**src/rtl/dtree_pkg.sv**
```systemverilog
// Shared definitions for the decision-tree feature loader: default frame
// geometry, the loader FSM state encoding and a counter-width helper.
package dtree_pkg;

  localparam int NUM_FEAT_DEF = 7;
  localparam int FEAT_W_DEF   = 8;
  localparam int CLASS_W_DEF  = 5;

  typedef enum logic [1:0] {
    LOAD = 2'd0,
    EVAL = 2'd1,
    HOLD = 2'd2
  } loader_state_t;

  // Width of a slot index for n slots; never narrower than one bit.
  function automatic int cnt_width(input int n);
    return (n > 1) ? $clog2(n) : 1;
  endfunction

endpackage

```
**src/rtl/dtree_feature_loader.sv**
```systemverilog
// Decision-tree feature loader: collects one frame of NUM_FEAT feature bytes
// from a valid/ready stream, presents them on feat_bus to an external
// combinational classifier, captures its result and holds it until the
// downstream handshake. Malformed frames (s_last early or missing) pulse
// frame_err and are dropped.
// Optional build macro DTREE_LOADER_ERRCNT_EN adds an 8-bit saturating
// frame-error counter on output err_cnt.
//
// state | meaning
// ------+------------------------------------------------------------
// LOAD  | accepting bytes into slot cnt, s_ready=1
// EVAL  | one cycle: feat_bus stable, classifier result captured at edge
// HOLD  | m_valid=1, result held until m_ready
module dtree_feature_loader
  import dtree_pkg::*;
#(
  parameter int NUM_FEAT = NUM_FEAT_DEF,
  parameter int FEAT_W   = FEAT_W_DEF,
  parameter int CLASS_W  = CLASS_W_DEF
) (
  input  logic                       clk,
  input  logic                       rst_n,
  input  logic                       s_valid,
  output logic                       s_ready,
  input  logic [FEAT_W-1:0]          s_data,
  input  logic                       s_last,
  output logic [NUM_FEAT*FEAT_W-1:0] feat_bus,
  input  logic [CLASS_W-1:0]         class_in,
  output logic                       m_valid,
  input  logic                       m_ready,
  output logic [CLASS_W-1:0]         m_class,
  output logic                       frame_err
`ifdef DTREE_LOADER_ERRCNT_EN
  ,
  output logic [7:0]                 err_cnt
`endif
);

  localparam int              CNT_W    = cnt_width(NUM_FEAT);
  localparam logic [CNT_W-1:0] LAST_IDX = CNT_W'(NUM_FEAT - 1);

  loader_state_t     state;
  logic [CNT_W-1:0]  cnt;
  logic [FEAT_W-1:0] feat [NUM_FEAT];

  logic xfer;
  logic at_last;
  logic frame_ok;
  logic frame_bad;

  // Transfer qualification and frame-shape decode for the current byte.
  always_comb begin
    xfer      = s_valid && s_ready;
    at_last   = (cnt == LAST_IDX);
    frame_ok  = xfer && s_last && at_last;
    frame_bad = xfer && (s_last != at_last);
  end

  // Loader FSM with registered handshake and status outputs.
  always_ff @(posedge clk or negedge rst_n) begin
    if (!rst_n) begin
      state     <= LOAD;
      cnt       <= '0;
      s_ready   <= 1'b1;
      m_valid   <= 1'b0;
      m_class   <= '0;
      frame_err <= 1'b0;
    end else begin
      frame_err <= 1'b0;
      case (state)
        LOAD: begin
          if (frame_ok) begin
            cnt     <= '0;
            s_ready <= 1'b0;
            state   <= EVAL;
          end else if (frame_bad) begin
            // Drop the partial frame; the result registers keep the last
            // good classification.
            cnt       <= '0;
            frame_err <= 1'b1;
          end else if (xfer) begin
            cnt <= cnt + 1'b1;
          end
        end
        EVAL: begin
          m_class <= class_in;
          m_valid <= 1'b1;
          state   <= HOLD;
        end
        HOLD: begin
          if (m_ready) begin
            m_valid <= 1'b0;
            s_ready <= 1'b1;
            state   <= LOAD;
          end
        end
        default: begin
          cnt     <= '0;
          s_ready <= 1'b1;
          m_valid <= 1'b0;
          state   <= LOAD;
        end
      endcase
    end
  end

  // Feature slot registers; only written in LOAD since s_ready gates xfer.
  always_ff @(posedge clk or negedge rst_n) begin
    if (!rst_n) begin
      for (int i = 0; i < NUM_FEAT; i++) begin
        feat[i] <= '0;
      end
    end else if (xfer) begin
      for (int i = 0; i < NUM_FEAT; i++) begin
        if (cnt == CNT_W'(i)) begin
          feat[i] <= s_data;
        end
      end
    end
  end

  // Pack slots onto the classifier bus, feature 0 in the low bits.
  always_comb begin
    feat_bus = '0;
    for (int i = 0; i < NUM_FEAT; i++) begin
      feat_bus[i*FEAT_W +: FEAT_W] = feat[i];
    end
  end

`ifdef DTREE_LOADER_ERRCNT_EN
  // Saturating count of malformed frames, bumped on the edge that raises
  // frame_err.
  always_ff @(posedge clk or negedge rst_n) begin
    if (!rst_n) begin
      err_cnt <= '0;
    end else if ((state == LOAD) && frame_bad && (err_cnt != 8'hFF)) begin
      err_cnt <= err_cnt + 8'd1;
    end
  end
`endif

endmodule

```
**config.mk**
```make
export PLATFORM = sky130hd
export DESIGN_NAME = dtree_feature_loader
export DESIGN_NICKNAME = d
export VERILOG_FILES = /design/src/rtl/dtree_pkg.sv /design/src/rtl/dtree_feature_loader.sv
export SDC_FILE = /design/constraint.sdc
export NUM_CORES = 1
export LEC_CHECK = 0
export BUFFER_PORTS_ARGS = -buffer_cell sky130_fd_sc_hd__buf_4
export CAP_MARGIN = 20
export CORE_UTILIZATION = 45
export DETAILED_ROUTE_END_ITERATION = 7
export GPL_TIMING_DRIVEN = 1
export PLACE_DENSITY = 0.7
export SKIP_CTS_REPAIR_TIMING = 1
export SYNTH_ARGS = -nofsm -noshare
export SYNTH_HDL_FRONTEND = slang
export SYNTH_SLANG_ARGS = --single-unit
```
**constraint.sdc**
```tcl
create_clock -name clk -period 2.11 [get_ports clk]
set_clock_uncertainty 0.05 [all_clocks]
set_input_delay 0.211 -clock clk [delete_from_list [all_inputs] [get_ports clk]]
set_output_delay 0.211 -clock clk [all_outputs]
set_load 0.05 [all_outputs]
```
== Word-level counts from Yosys, hierarchy flattened ==
Index checks and enable logic that the tools add are counted.

* Register bits: 69
* Latch bits: 0
* Memory bits (writable): 0
* Bits in read-only memories: 0
* Input port bits: 18
* Word-level logic and storage cells: 62
* Memories kept: 0

* $add $sub $neg: 1
* Multiply operators: 0
* Divide/modulo/power cells: 0
* Order comparisons: 0
* Equal/unequal tests: 12
* Shift-type cells: 0
* Muxes and demuxes: 15
* Bitwise gates (word level): 3
* Reductions and logical operators: 18

{| class="wikitable"
|+ Operators by type and width
! cell !! count
|-
| $reduce_and 2->1 || 10
|-
| $eq 3x3->1 const B || 3
|-
| $mux 3 || 3
|-
| $eq 3x2->1 const B || 2
|-
| $mux 1 || 6
|-
| $pmux 1 s3 || 2
|-
| $pmux 2 s3 || 1
|-
| $pmux 3 s2 || 1
|-
| $logic_and 1x1->1 || 4
|-
| $mux 2 || 2
|-
| $ne 2x2->1 const B || 2
|-
| $ne 4x4->1 const B || 1
|-
| $add 3x1->3 const B || 1
|-
| $eq 3x1->1 const B || 1
|-
| $logic_not 3->1 || 1
|-
| $not 1->1 || 3
|-
| $reduce_and 3->1 || 1
|-
| $eq 2x1->1 const B || 1
|-
| $eq 2x2->1 const B || 1
|-
| $logic_not 2->1 || 1
|-
| $reduce_or 2->1 || 1
|-
| $ne 1x1->1 || 1
|}

== Logic depth before layout (Yosys ltp) ==
Gate-level depths: netlist (run 1).

* Depth in word-level cells: 6
* Depth in mapped cells: 6
* Gate-level depth less buffers: 5

== Worst setup path after synthesis (run 1) ==
No wires, ideal clock.

* Path type: reg2reg
* Start: register s_ready
* End: register feat, in the netlist feat_bus[0]
* Setup time: 125 ps
* Arrival: 1454 ps
* Required time: 1935 ps
* Slack: 481 ps
* Cell stages (with the launch flop): 5
* Period minus slack after synthesis: 1629 ps
* Cell sequence: dfstp_2 > and2_1 > buf_6 > nand3_4 > mux2_2

* Longest elaborated chain between the ends: 2

{| class="wikitable"
|+ RTL lines
! what !! RTL line !! text
|-
| from (decl) || dtree_feature_loader.sv:24 || <nowiki>output logic s_ready,</nowiki>
|-
| from (signal assigned) || dtree_feature_loader.sv:64 || <nowiki>s_ready <= 1'b1;</nowiki>
|-
| from (signal assigned) || dtree_feature_loader.sv:74 || <nowiki>s_ready <= 1'b0;</nowiki>
|-
| from (signal assigned) || dtree_feature_loader.sv:93 || <nowiki>s_ready <= 1'b1;</nowiki>
|-
| $logic_and 1x1->1 || dtree_feature_loader.sv:53 || <nowiki>xfer = s_valid && s_ready;</nowiki>
|-
| $reduce_and 2->1 (no line) || n/a ||
|-
| to (signal, indexed assignment) || dtree_feature_loader.sv:116 || <nowiki>feat[i] <= s_data;</nowiki>
|-
| to (decl) || dtree_feature_loader.sv:44 || <nowiki>logic [FEAT_W-1:0] feat [NUM_FEAT];</nowiki>
|}

No other way between the ends.
A chain may end at the register's enable or synchronous reset.

== Final worst setup path (run 1) ==
* Start: register cnt[0]
* End: register feat, in the netlist feat_bus[52]

* Longest elaborated chain between the ends: 2

{| class="wikitable"
|+ RTL lines
! what !! RTL line !! text
|-
| from (decl) || dtree_feature_loader.sv:43 || <nowiki>logic [CNT_W-1:0] cnt;</nowiki>
|-
| from (signal assigned) || dtree_feature_loader.sv:82 || <nowiki>cnt <= cnt + 1'b1;</nowiki>
|-
| $eq 3x3->1 || dtree_feature_loader.sv:115 || <nowiki>if (cnt == CNT_W'(i)) begin</nowiki>
|-
| $reduce_and 2->1 (no line) || n/a ||
|}

No other way between the ends.

==> results of run 1 <==
-- sequential cells by signal (all words and copies together) (netlist names) --
| name | flops |
|---|---|
| feat_bus | 56 |
| m_valid | 1 |
| s_ready | 1 |
| frame_err | 1 |
| state | 2 |
| m_class | 5 |
| cnt | 3 |
-- critical path, stage by stage, from the launching register on --
cell and delay (ns):
sky130_fd_sc_hd__dfrtp_1 0.42, sky130_fd_sc_hd__inv_1 0.12, sky130_fd_sc_hd__ha_1 0.26, sky130_fd_sc_hd__nand4_1 0.21
sky130_fd_sc_hd__buf_4 0.25, sky130_fd_sc_hd__mux2_2 0.27
-- cells by family after synthesis --
family                   count (synthesis)  share of synthesized area, %
AO/OA/AOI/OAI                            7                          1.88
buffers and inverters                   12                          2.23
adder cells (fa/ha/maj)                  9                          3.93
flip-flops                              69                          60.4
XOR/XNOR                                 1                         0.306
AND/OR/NAND/NOR                         26                          6.91
multiplexers                            62                          24.4
-- layer usage --
| layer | wire length (um) | share of wire, % | vias up |
|---|---|---|---|
| met1 | 2720 | 45 | 923 |
| met5 | 0 | 0 | - |
| met3 | 245 | 4.1 | 6 |
| li1 | - | - | 850 |
| met4 | 54 | 0.89 | 0 |
| met2 | 3010 | 50 | 42 |
-- per-stage QoR --
step	setup WS (ns)	utilization (%)	hold WS [ns]	area (um2)
2_1_floorplan	0.481	-	-0.135	2860
3_3_place_gp	0.464	59.1	0.116	3560
3_5_place_dp	0.425	59.1	0.116	3560
4_1_cts	0.416	62.4	-0.247	3760
5_1_grt	0.285	62.6	0.0503	3770
6_report	0.413	62.6	0.0597	3770
-- synthesized netlist by cell type --
cell,number,area [um2]
sky130_fd_sc_hd__a211oi_1,1,7.51
sky130_fd_sc_hd__and2_1,1,6.26
sky130_fd_sc_hd__and3_1,1,6.26
sky130_fd_sc_hd__buf_4,1,7.51
sky130_fd_sc_hd__buf_6,2,22.5
sky130_fd_sc_hd__clkbuf_1,2,7.51
sky130_fd_sc_hd__dfrtp_1,68,1700
sky130_fd_sc_hd__dfstp_2,1,26.3
sky130_fd_sc_hd__ha_1,9,113
sky130_fd_sc_hd__inv_1,6,22.5
sky130_fd_sc_hd__inv_2,1,3.75
sky130_fd_sc_hd__mux2_2,62,698
sky130_fd_sc_hd__nand2_1,5,18.8
sky130_fd_sc_hd__nand2_2,1,6.26
sky130_fd_sc_hd__nand3_1,6,30.0
sky130_fd_sc_hd__nand3_4,5,87.6
sky130_fd_sc_hd__nand4_1,3,18.8
sky130_fd_sc_hd__nand4b_1,1,8.76
sky130_fd_sc_hd__nor2_1,1,3.75
sky130_fd_sc_hd__nor2b_1,1,6.26
sky130_fd_sc_hd__nor3_1,1,5.00
sky130_fd_sc_hd__o21a_1,1,7.51
sky130_fd_sc_hd__o21ai_0,1,5.00
sky130_fd_sc_hd__o22a_1,1,8.76
sky130_fd_sc_hd__o31ai_1,1,7.51
sky130_fd_sc_hd__o32ai_1,1,8.76
sky130_fd_sc_hd__o41ai_1,1,8.76
sky130_fd_sc_hd__xnor2_1,1,8.76
-- cell type report --
class                           count  area share (%)
Sequential cell                    69            45.8
Timing Repair Buffer               85            17.3
Multi-Input combinational cell    105            28.4
Tap cell                           75            2.49
Inverter                            7           0.697
Clock buffer                       11            3.75
Clock inverter                      5            1.56
-- worst paths after layout --
kind | from | end | slack (ns) | cells after the start
min in group asynchronous | rst_n | frame_err$_DFF_PN0_ | 0.30 | 2
max | cnt[0]$_DFFE_PN0P_ | feat_bus[52]$_DFFE_PN0P_ | 0.41 | 5
max reg2reg | cnt[0]$_DFFE_PN0P_ | feat_bus[52]$_DFFE_PN0P_ | 0.41 | 5
max in group asynchronous | rst_n | feat_bus[3]$_DFFE_PN0P_ | 1.18 | 3
min reg2reg | feat_bus[48]$_DFFE_PN0P_ | feat_bus[48]$_DFFE_PN0P_ | 0.46 | 1
min | class_in[2] | m_class[2]$_DFFE_PN0N_ | 0.06 | 2
==> out/summary.txt, run 1 <==
Detailed Place HPWL = 4.26 mm
Number of rows in the core area = 28
Total overflow reported by the global router = 0
First-pass GRT wire length = 9.46 mm
Initial cell density of the core = 47.5%
Filler Cell Count = 487
Final setup violation count = 0
Vias in the first global route = 1781
DRC Markers = 0
Storage cell area = 1730 um2
Via-per-instance ratio = 5.10
Clock buffer count from CTS = 9
Worst Setup End Kind = flop
Core footprint = 6030 um2
Clock transition at the register clock pins on the worst setup and hold paths after CTS = 0.08 ns
Most common cell after layout, fill and taps aside = sky130_fd_sc_hd__buf_4
Count of different cell masters after synthesis = 28
Setup repair after global routing missed its margin = no
Summed instance area of the synthesized netlist = 2860 um2
Sum of routed wire length over all layers = 6.04 mm
Area overhead of the layout relative to synthesis = 31.8%
Cell count after synthesis = 186
Clock network latency to the later pin of the worst-skew pair = 0.32 ns
Final critical delay including setup and external delays = 1.70 ns
Ratio of final minimum period to clock period = 80.4%
Buffers from clock root to sink, at most = 2
Clock tree from TritonCTS = done
Global Route met1 Usage = 26.3%
Weighted congestion at the end of routability-driven global placement = 0.806
Final net count = 304
Outcome = finished clean
Path category of the worst min-delay check = input pin to flop
Data arrival at the endpoint of the critical path = 1.86 ns
Area taken by multi-input logic gates = 1070 um2
Overall die width = 81.8 um
Ports placed on the boundary = 82
Violation count after the first detailed-routing iteration = 46
Inst Count DP = 340
Overall Global Routing Usage = 19.7%
Most frequent cells in the layout = sky130_fd_sc_hd__buf_4, sky130_fd_sc_hd__dfrtp_1, sky130_fd_sc_hd__mux2_2, sky130_fd_sc_hd__clkbuf_8, sky130_fd_sc_hd__ha_1
Port Buffer Count = 81
Nature of the critical path startpoint = flop
Antenna violations before repair = 0
Clock Sinks = 69
Highest clock rate = 589 MHz
Maximum net fanout on the critical path = 8
Die extent in y = 81.8 um
CP Data Required Time = 2.27 ns
Endpoints failing hold = 0
Yosys warning total = 0
Antenna Violating Nets Remaining = 0
Synthesized Nets = 213
Transition time at the pin with the least slew margin = 0.490 ns
Seq cells post-synth = 69
Layer carrying the most global-route usage = met2
CTS H-tree depth = 3
Per-cell routed wire length = 16.9 um
Rel. slew slack = 67.2%
Die area = 6680 um2
Kind of critical path = flop to flop
Total negative slack for setup checks = 0 ns
Met2 Usage GRT = 31.2%
Maximum number of pins on one net before global-route repair = 41
Post-synthesis sequential area ratio = 60.4%
Number of max-capacitance violations reported = 0
Count of placed standard cells in the final layout, fillers left out = 357
First-pass detailed-route iteration total = 2
Root buffer cell = sky130_fd_sc_hd__clkbuf_8
Fraction of layout instances using a drive strength above 1 = 59.9%
Met3 routing resource usage after global routing = 5.11%
Pins Over Slew Limit = 0
Ant. Diodes = 0
Syn avg cell area = 15.4 um2
Via count = 1821
Power of run 1 is not shown: default switching activity piles up to over one toggle a cycle in this logic, so the estimate is an artifact.
==> inputs of run 2 (changes only) <==
--- a/config.mk
+++ b/config.mk
@@ -5,12 +5,13 @@
 export SDC_FILE = /design/constraint.sdc
 export NUM_CORES = 1
 export LEC_CHECK = 0
+export ABC_AREA = 1
 export BUFFER_PORTS_ARGS = -buffer_cell sky130_fd_sc_hd__buf_4
 export CAP_MARGIN = 20
 export CORE_UTILIZATION = 45
 export DETAILED_ROUTE_END_ITERATION = 7
 export GPL_TIMING_DRIVEN = 1
-export PLACE_DENSITY = 0.7
+export PLACE_DENSITY = 0.73
 export SKIP_CTS_REPAIR_TIMING = 1
 export SYNTH_ARGS = -nofsm -noshare
 export SYNTH_HDL_FRONTEND = slang
==> constraint.sdc (replaced) <==
create_clock -name clk -period 1.4 [get_ports clk]
set_clock_uncertainty 0.05 [all_clocks]
set_input_delay 0.14 -clock clk [delete_from_list [all_inputs] [get_ports clk]]
set_output_delay 0.14 -clock clk [all_outputs]
set_load 0.05 [all_outputs]
==> out/summary.txt, run 2 <==
CTS H-tree depth = 3
Seq cells post-synth = 69
Data arrival at the endpoint of the critical path = 1.63 ns
DRC Markers = 0
Clock Sinks = 69
Overall Global Routing Usage = 20.8%
Overall die width = 81.3 um
Yosys warning total = 0
Cells along the critical path = inv_2 -> ha_2 -> nand2_1 -> nor2_4 -> clkbuf_16 -> nor2_4 -> a21oi_2
Worst stage delay on the critical path = 0.45 ns
Post-route core utilization = 69.1%
Path category of the worst min-delay check = input pin to flop
Count of different cell masters after synthesis = 20
Area overhead of the layout relative to synthesis = 46.1%
CP Data Required Time = 1.63 ns
Pins Over Slew Limit = 0
Post-synthesis sequential area ratio = 61.0%
Endpoints failing hold = 0
Buffers from clock root to sink, at most = 2
Filler Cell Count = 468
Min Hold Slack = 0.153 ns
Proportion of netlist area held by the largest area contributor = 60.1%
Fraction of layout instances using a drive strength above 1 = 43.4%
Async set-or-reset flop fraction in the synthesized netlist = 100%
Kind of critical path = flop to flop
Via count = 2330
Ports placed on the boundary = 82
Max stage delay cell, worst path = sky130_fd_sc_hd__dfrtp_2
Maximum number of pins on one net before global-route repair = 37
LEAKAGE = 0.00206 uW
Most frequently used flop master after synthesis = sky130_fd_sc_hd__dfrtp_1
First-pass detailed-route iteration total = 4
Setup repair after global routing missed its margin = yes
Die area = 6620 um2
Vias in the first global route = 1927
Worst supply voltage drop on vdd = 894 uV
Die extent in y = 81.3 um
Port Buffer Count = 81
Total overflow reported by the global router = 0
Detailed Place HPWL = 4.60 mm
Ant. Diodes = 0
Ratio of final minimum period to clock period = 99.8%
Cell types with the largest area share after synthesis = sky130_fd_sc_hd__dfrtp_1, sky130_fd_sc_hd__nand2_1, sky130_fd_sc_hd__o21ai_0, sky130_fd_sc_hd__ha_1, sky130_fd_sc_hd__nor2_1
Most numerous cell on the critical path = sky130_fd_sc_hd__nor2_4
Largest area contributor in the synthesized netlist = sky130_fd_sc_hd__dfrtp_1
Per-cell routed wire length = 15.6 um
Most numerous cell in the Yosys netlist = sky130_fd_sc_hd__nand2_1
Antenna violations before repair = 0
Register-to-register setup slack = 0.002 ns
Antenna Violating Nets Remaining = 0
Commonest cells in the netlist = sky130_fd_sc_hd__nand2_1, sky130_fd_sc_hd__dfrtp_1, sky130_fd_sc_hd__nor2_1, sky130_fd_sc_hd__o21ai_0, sky130_fd_sc_hd__inv_1
Number of rows in the core area = 28
First-pass GRT wire length = 9.90 mm
Syn avg cell area = 10.2 um2
Nature of the critical path startpoint = flop
Initial cell density of the core = 47.3%
Largest register FFs = 56
Power density normalized to cell area = 896 nW/um2
Storage cell area = 1730 um2
Sum of routed wire length over all layers = 7.35 mm
Most frequent cells in the layout = sky130_fd_sc_hd__buf_4, sky130_fd_sc_hd__dfrtp_1, sky130_fd_sc_hd__nand2_1, sky130_fd_sc_hd__o21ai_1
Clock buffer count from CTS = 9
Final setup violation count = 0
Final net count = 418
Highest clock rate = 716 MHz
Number of synthesized flops with an enable pin = 0
Clock transition at the register clock pins on the worst setup and hold paths after CTS = 0.08 ns
Clock tree from TritonCTS = done
Maximum net fanout on the critical path = 8
Cell count after synthesis = 277
Violation count after the first detailed-routing iteration = 189
Summed instance area of the synthesized netlist = 2830 um2
Most common cell after layout, fill and taps aside = sky130_fd_sc_hd__buf_4
Clock network latency to the later pin of the worst-skew pair = 0.34 ns
Weighted congestion at the end of routability-driven global placement = 0.798
Root buffer cell = sky130_fd_sc_hd__clkbuf_8
Area taken by multi-input logic gates = 1140 um2
Outcome = finished clean
Synthesized Nets = 304
Number of max-capacitance violations reported = 0
Rel. slew slack = 72.2%
Core footprint = 5990 um2
Final critical delay including setup and external delays = 1.40 ns
Worst Setup End Kind = flop
Via-per-instance ratio = 4.95
Transition time at the pin with the least slew margin = 0.416 ns
-- run 2: changes by cell type after synthesis, moves of 3 or more --
cell	previous run	this run
sky130_fd_sc_hd__o21ai_1	0	9
sky130_fd_sc_hd__nand2_1	5	69
sky130_fd_sc_hd__mux2_2	62	0
sky130_fd_sc_hd__nor2_1	1	26
sky130_fd_sc_hd__nor2_4	0	3
sky130_fd_sc_hd__a21oi_1	0	19
sky130_fd_sc_hd__inv_1	6	20
sky130_fd_sc_hd__buf_6	2	6
sky130_fd_sc_hd__o21ai_0	1	24
sky130_fd_sc_hd__a21oi_2	0	6
-- run 2: worst max-delay path, delay by kind of cell (launching register included) --
family,cells,cell delay (ns)
buf+inv,2,0.27
fa+ha+maj,1,0.17
simple gates,3,0.29
compound gates,1,0.09
flops,1,0.45
-- run 2: cells by family (layout without fill, tap and decap cells) --
| logic type | count (synthesis) | after routing | synth area share [%] |
|---|---|---|---|
| AO/OA/AOI/OAI | 58 | 58 | 11.0 |
| adder cells (fa/ha/maj) | 9 | 9 | 3.98 |
| buffers and inverters | 29 | 144 | 5.74 |
| flip-flops | 69 | 69 | 61.0 |
| AND/OR/NAND/NOR | 112 | 116 | 18.2 |
-- run 2: per-stage QoR --
stage          std cells  setup TNS, ns  power [uW]  worst slack (ns)  area, um2
5_1_grt              471          -1.17        3840           -0.0701       4140
4_1_cts              456        -0.0450        3720           -0.0248       3900
3_3_place_gp         440              0        2160            0.0431       3700
3_5_place_dp         440       -0.00164        2160          -0.00164       3700
2_1_floorplan        277          -2.15        2060           -0.0831       2930
6_report             471              0        3710           0.00239       4140
-- run 2: where the power goes --
part,switching [uW],internal (uW),leakage (uW),total [uW]
Clock,753,819,0.0000923,1570
Combinational,95.0,51.2,0.00104,146
Sequential,0,1990,0.000933,1990
-- run 2: area by class of cell --
cell class,count,share of cell area [%]
clock buffer,10,3.08
clock inverter,6,1.54
inverter,22,2.12
multi-input combinational,183,27.5
sequential,69,41.8
tap,75,2.27
timing repair buffer,106,21.7
-- run 2: final timing paths --
kind | start | endpoint | depth (start not counted)
max in group asynchronous | rst_n | s_ready$_DFFE_PN1P_ | 3
worst min-delay path | s_last | frame_err$_DFF_PN0_ | 5
worst min register to register | m_class[1]$_DFFE_PN0N_ | m_class[1]$_DFFE_PN0N_ | 2
min in group asynchronous | rst_n | feat_bus[33]$_DFFE_PN0P_ | 2
worst max register to register | cnt[1]$_DFFE_PN0P_ | feat_bus[42]$_DFFE_PN0P_ | 7
worst max-delay path | cnt[1]$_DFFE_PN0P_ | feat_bus[42]$_DFFE_PN0P_ | 7
-- run 2: per-layer routing --
metal  up-vias  routed length (um)  global-route usage [%]
met5         -                   0                       0
met4         0                 110                    7.50
met3        11                 408                    5.51
met2        69                3570                    30.6
met1      1118                3270                    29.3
li1       1132                   -                       -
(Power assumes the default switching activity.)
